==> src/rtl/loader_pkg.sv <==
// Shared definitions for the instruction loader: FSM encoding, HALT marker
// and default widths.
package loader_pkg;

  localparam int DEF_NB_DATA = 32;
  localparam int DEF_NB_ADDR = 5;

  localparam logic [31:0] HALT_WORD = 32'hFFFF_FFFF;

  typedef enum logic [2:0] {
    ST_IDLE  = 3'd0,
    ST_RECV  = 3'd1,
    ST_WRITE = 3'd2,
    ST_DONE  = 3'd3,
    ST_ERROR = 3'd4
  } state_t;

endpackage

==> src/rtl/byte_assembler.sv <==
// Shifts received bytes MSB-first into a 32-bit word; flags the byte that
// completes the word so the caller can act on the same edge.
module byte_assembler (
  input  logic        i_clk,
  input  logic        i_rst,
  input  logic        i_clear,
  input  logic        i_accept,
  input  logic [7:0]  i_byte,
  output logic [31:0] o_word,
  output logic        o_word_complete
);

  logic [31:0] r_shift;
  logic [1:0]  r_cnt;

  always_ff @(posedge i_clk or posedge i_rst) begin
    if (i_rst) begin
      r_shift <= '0;
      r_cnt   <= '0;
    end else if (i_clear) begin
      r_shift <= '0;
      r_cnt   <= '0;
    end else if (i_accept) begin
      r_shift <= {r_shift[23:0], i_byte};
      r_cnt   <= r_cnt + 2'd1;
    end
  end

  assign o_word          = r_shift;
  assign o_word_complete = i_accept && (r_cnt == 2'd3);

endmodule

==> src/rtl/instruction_loader.sv <==
// Loads big-endian instruction words from a byte stream into instruction
// memory, holding the CPU until HALT arrives or memory fills.
module instruction_loader
  import loader_pkg::*;
#(
  parameter int NB_data = DEF_NB_DATA,
  parameter int NB_addr = DEF_NB_ADDR
) (
  input  logic               in_clk,
  input  logic               in_reset,
  input  logic               in_start,
  input  logic [7:0]         in_rx_data,
  input  logic               in_rx_valid,
  output logic               out_rx_ready,
  output logic               out_wr_en,
  output logic [NB_addr-1:0] out_wr_addr,
  output logic [NB_data-1:0] out_wr_data,
  output logic               out_cpu_hold,
  output logic               out_done,
  output logic               out_error,
  output logic [NB_addr:0]   out_word_count,
  output logic [2:0]         out_dbg_state
);

  localparam logic [NB_addr:0] LAST_COUNT = (NB_addr+1)'((1 << NB_addr) - 1);

  state_t             r_state;
  logic [NB_addr-1:0] r_next_addr;
  logic [NB_addr-1:0] r_wr_addr;
  logic [NB_data-1:0] r_wr_data;
  logic [NB_addr:0]   r_count;

  logic        w_start;
  logic        w_accept;
  logic        w_word_complete;
  logic [31:0] w_word;

  assign w_start  = in_start && (r_state inside {ST_IDLE, ST_DONE, ST_ERROR});
  assign w_accept = in_rx_valid && (r_state == ST_RECV);

  byte_assembler u_asm (
    .i_clk           (in_clk),
    .i_rst           (in_reset),
    .i_clear         (w_start),
    .i_accept        (w_accept),
    .i_byte          (in_rx_data),
    .o_word          (w_word),
    .o_word_complete (w_word_complete)
  );

  always_ff @(posedge in_clk or posedge in_reset) begin
    if (in_reset) begin
      r_state     <= ST_IDLE;
      r_next_addr <= '0;
      r_wr_addr   <= '0;
      r_wr_data   <= '0;
      r_count     <= '0;
    end else begin
      case (r_state)
        ST_IDLE, ST_DONE, ST_ERROR: begin
          if (in_start) begin
            r_state     <= ST_RECV;
            r_count     <= '0;
            r_next_addr <= '0;
          end
        end
        ST_RECV: begin
          if (w_word_complete) begin
            r_state   <= ST_WRITE;
            r_wr_addr <= r_next_addr;
          end
        end
        ST_WRITE: begin
          // HALT is checked first so a HALT in the last slot ends as DONE.
          r_wr_data   <= w_word;
          r_count     <= r_count + 1'b1;
          r_next_addr <= r_next_addr + 1'b1;
          if (w_word == HALT_WORD)
            r_state <= ST_DONE;
          else if (r_count == LAST_COUNT)
            r_state <= ST_ERROR;
          else
            r_state <= ST_RECV;
        end
        default: r_state <= ST_IDLE;
      endcase
    end
  end

  // The shift register is only stable as the full word during WRITE; the
  // captured copy keeps the data bus steady afterwards.
  assign out_wr_data    = (r_state == ST_WRITE) ? w_word : r_wr_data;
  assign out_wr_addr    = r_wr_addr;
  assign out_wr_en      = (r_state == ST_WRITE);
  assign out_rx_ready   = (r_state == ST_RECV);
  assign out_cpu_hold   = (r_state == ST_RECV) || (r_state == ST_WRITE);
  assign out_done       = (r_state == ST_DONE);
  assign out_error      = (r_state == ST_ERROR);
  assign out_word_count = r_count;
  assign out_dbg_state  = r_state;

endmodule

==> config.mk <==
export PLATFORM = sky130hd
export DESIGN_NAME = instruction_loader
export DESIGN_NICKNAME = d
export VERILOG_FILES = /design/src/rtl/loader_pkg.sv /design/src/rtl/byte_assembler.sv /design/src/rtl/instruction_loader.sv
export SDC_FILE = /design/constraint.sdc
export NUM_CORES = 1
export LEC_CHECK = 0
export CAP_MARGIN = 15
export CORE_UTILIZATION = 47
export CTS_CLUSTER_SIZE = 28
export DETAILED_ROUTE_END_ITERATION = 8
export PLACE_DENSITY = 0.75
export SLEW_MARGIN = 10
export SYNTH_ARGS = -nofsm -noshare
export SYNTH_HDL_FRONTEND = slang
export SYNTH_HIERARCHICAL = 1
export SYNTH_SLANG_ARGS = --single-unit
export TNS_END_PERCENT = 20
==> constraint.sdc <==
create_clock -name in_clk -period 2 [get_ports in_clk]
set_clock_uncertainty 0.05 [all_clocks]
set_input_delay 0.6 -clock in_clk [delete_from_list [all_inputs] [get_ports in_clk]]
set_output_delay 0.6 -clock in_clk [all_outputs]
set_load 0.01 [all_outputs]
==> impl_metrics.toml <==
[finish]
multiInputGateArea_um2 = 1600
area_growth_pct = 43.7
final_nets = 471
fillers = 514
n_antenna_cell = 0
fin_area_um2 = 5230
drive_gt1_frac = 0.393
seqCellArea_um2 = 2130
fin_util = 0.710

[logic_synthesis]
syn_nets = 363
synth_top_family_by_area = "simple AND/OR/NAND/NOR gates"
synth_top_area_share = 0.584
synthCells = 348
synth_compound_area_frac = 0.0419
netlist_area_um2 = 3640
synthTopCellsByCount = "106 x nand2_1, 85 x dfrtp_1, 36 x nor2_1, 35 x mux2i_1, 9 x buf_2"
ys_types = 40
synth.top_cells.by_area = "dfrtp_1 58%, nand2_1 11%, mux2i_1 9.6%, nor2_1 3.7%, buf_12 1.6%"
synthFlopType = "dfrtp_1"
post-synth-top-count-cell = "nand2_1"
synthSimpleGateAreaFrac = 0.198
synth_xor_area_frac = 0.0120
syn_area_per_cell_um2 = 10.5
yosys_warnings = 6
synthArstFlopShare = 1.00
synth_fa_ha_area_frac = 0.0103
synth.area.mux_share = 0.112
ys_seq_elements = 85
yosys.area.top_type = "dfrtp_1"
synth_edf_count = 0
seq_area_frac_synth = 0.584

[floorplanning]
io_pins = 63
dieArea_um2 = 8100
die_height_um = 90.0
start_util = 0.494
die_x_um = 90.0
placementRows = 31
core_um2 = 7370

[cts]
cts_buffers = 9
cts_root_buf = "clkbuf_8"
cts.path.max_buffers = 2
clock_latency_ns = 0.35
cts_tree = "done"
clkTransAtPathRegs_ns = 0.08
numClockSinks = 85
cts_max_level = 3

[drt]
drt-initial-drc-count = 184
postRouteAntennaNets = 0
routed_via_density = 5.24
drc_errors = 0
vias = 2931
drt-total-wl_mm = 9.58
routedWlPerCell_um = 17.1
drtPass1Iterations = 4

[run]
drv_cap = 0

[sta]
slew_headroom = 0.711
clock.fmax_ghz = 0.440
finalHoldViolCount = 0
setup_viol = 36
period_needed_ns = 2.27
slew_violations = 0
rsz0062_at_grt = "yes"
finalCritPeriodShare = 1.14
fin_ws_ns = -0.271
setup_tns_ns = -7.71
worstMarginPinSlew_ns = 0.433

[placed_design]
port_buffers = 62
place.gp.congestion = 0.827
placed_area_um2 = 4550
dp_hpwl_mm = 5.50

[setup_path]
critPathMaxFanout = 5
worst-endpoint-arrival_ns = 1.62
end_kind = "primary output"
cp_slowest_cell = "dfrtp_1"
cp_cell_sequence = "nor2_2 > nand2_4 > inv_6 > buf_12 > clkbuf_16 > nand2_4 > nand2_2 > buf_6"
cp-start-kind = "register"
max_stage_delay_ns = 0.40
crit_required_ns = 1.35
cp_common_cell = "nand2_4"
path_class = "register to primary output"

[global_route]
overflow = 0
grt_pass1_vias = 2829
track_usage = 0.220
grt_start_max_net_pins = 52
antenna_found_initial = 0
grt_pass1_wl_mm = 14.1

[power]
powerDensity_nw_per_um2 = 1310
ir_worst_vdd_v = 0.000783
leakage_nw = 2.75
p_total_mw = 6.84

[status]
outcome = "complete, but fails checks"
violations = "setup timing"

[worst_hold_path]
hold_class = "register to register"
==> through the flow <==
step / hold WS, ns / std cells / worst slack, ns
floorplan: 0.440 / 348 / -0.0337
global placement: 0.403 / 517 / -0.138
global route: 0.437 / 559 / -0.336
finish: 0.411 / 559 / -0.271
detailed placement: 0.408 / 517 / -0.176
CTS: 0.423 / 549 / -0.244
==> worst max-delay path, delay by kind of cell (launching register included) <==
family / cells / cell delay [ns]
buf+inv: 4 / 0.46
flops: 1 / 0.40
simple gates: 4 / 0.40
==> routing by layer <==
layer  GRT usage  wire length, um  up-vias
li1            -                -     1361
met1       0.290             4100     1453
met2       0.358             4870       97
met3      0.0558              401       20
met4      0.0726              204        0
met5           0                0        -
==> cell type report <==
cell class	count	area share
flip-flops and latches	85	0.407
multi-input cells	240	0.305
repair buffers	115	0.226
clock buffers	14	0.0330
well taps	99	0.0237
inverters	5	0.00454
clock inverters	1	0.000957
==> layout by cell type (no fill, tap or decap), types with 2 or more instances in the layout <==
cell type / count
mux2i_1: 34
nor2_1: 34
dlymetal6s2s_1: 3
a221oi_1: 2
inv_1: 3
nor4_1: 2
buf_4: 35
o22ai_1: 3
clkbuf_8: 12
nand2_2: 43
nand4_1: 8
dfrtp_2: 2
clkbuf_16: 3
xor2_1: 3
xnor2_1: 2
a21oi_1: 5
o21ai_0: 5
nor2_2: 2
buf_6: 29
nand3_1: 5
clkbuf_1: 2
ha_1: 3
clkdlybuf4s50_1: 17
dfrtp_1: 83
buf_12: 8
buf_2: 13
dlygate4sd2_1: 5
mux2_4: 5
o21a_1: 2
nand2_4: 11
and2_4: 3
nand2_1: 52
==> timing repair <==
item,4_1_cts,5_1_grt
setup buffers,15,8
hold buffers,0,0
cloned,2,4
gates resized for setup,168,93
endpoints found under the setup margin,43,45
pin swaps,8,38
==> power breakdown <==
part           switching, mW  total, mW  leakage, nW  internal (mW)
registers              0.532       2.82         1.13           2.29
clock network          0.581       1.13       0.0926          0.547
logic                   1.37       2.89         1.52           1.52
total                   2.49       6.84         2.75           4.35
==> cell families after synthesis <==
| group | count (synthesis) |
|---|---|
| xor+xnor | 5 |
| compound gates | 22 |
| mux | 40 |
| simple gates | 170 |
| buf+inv | 23 |
| flops | 85 |
| fa+ha+maj | 3 |
==> path summary, 6_finish.rpt <==
| path | from | endpoint | slack [ns] | cells past startpoint |
|---|---|---|---|---|
| setup / recovery | out_dbg_state[2] | out_wr_data[27] | -0.27 | 8 |
| hold / removal | r_wr_data[4] | r_wr_data[4] | 0.41 | 2 |
| setup reg to reg | out_dbg_state[2] | r_wr_data[26] | -0.24 | 14 |
| hold reg to reg | r_wr_data[4] | r_wr_data[4] | 0.41 | 2 |
| max in group asynchronous | in_reset | u_asm/o_word[28] | 0.95 | 3 |
| min in group asynchronous | in_reset | r_wr_data[1] | 0.58 | 3 |
==> flip-flops by register name (all words and copies together) (netlist names) <==
| signal | flops |
|---|---|
| u_asm/r_cnt | 2 |
| r_wr_data | 32 |
| out_dbg_state | 3 |
| out_wr_addr | 5 |
| u_asm/o_word | 32 |
| r_next_addr | 5 |
| out_word_count | 6 |
No activity file was read; power rests on OpenSTA's default activity.
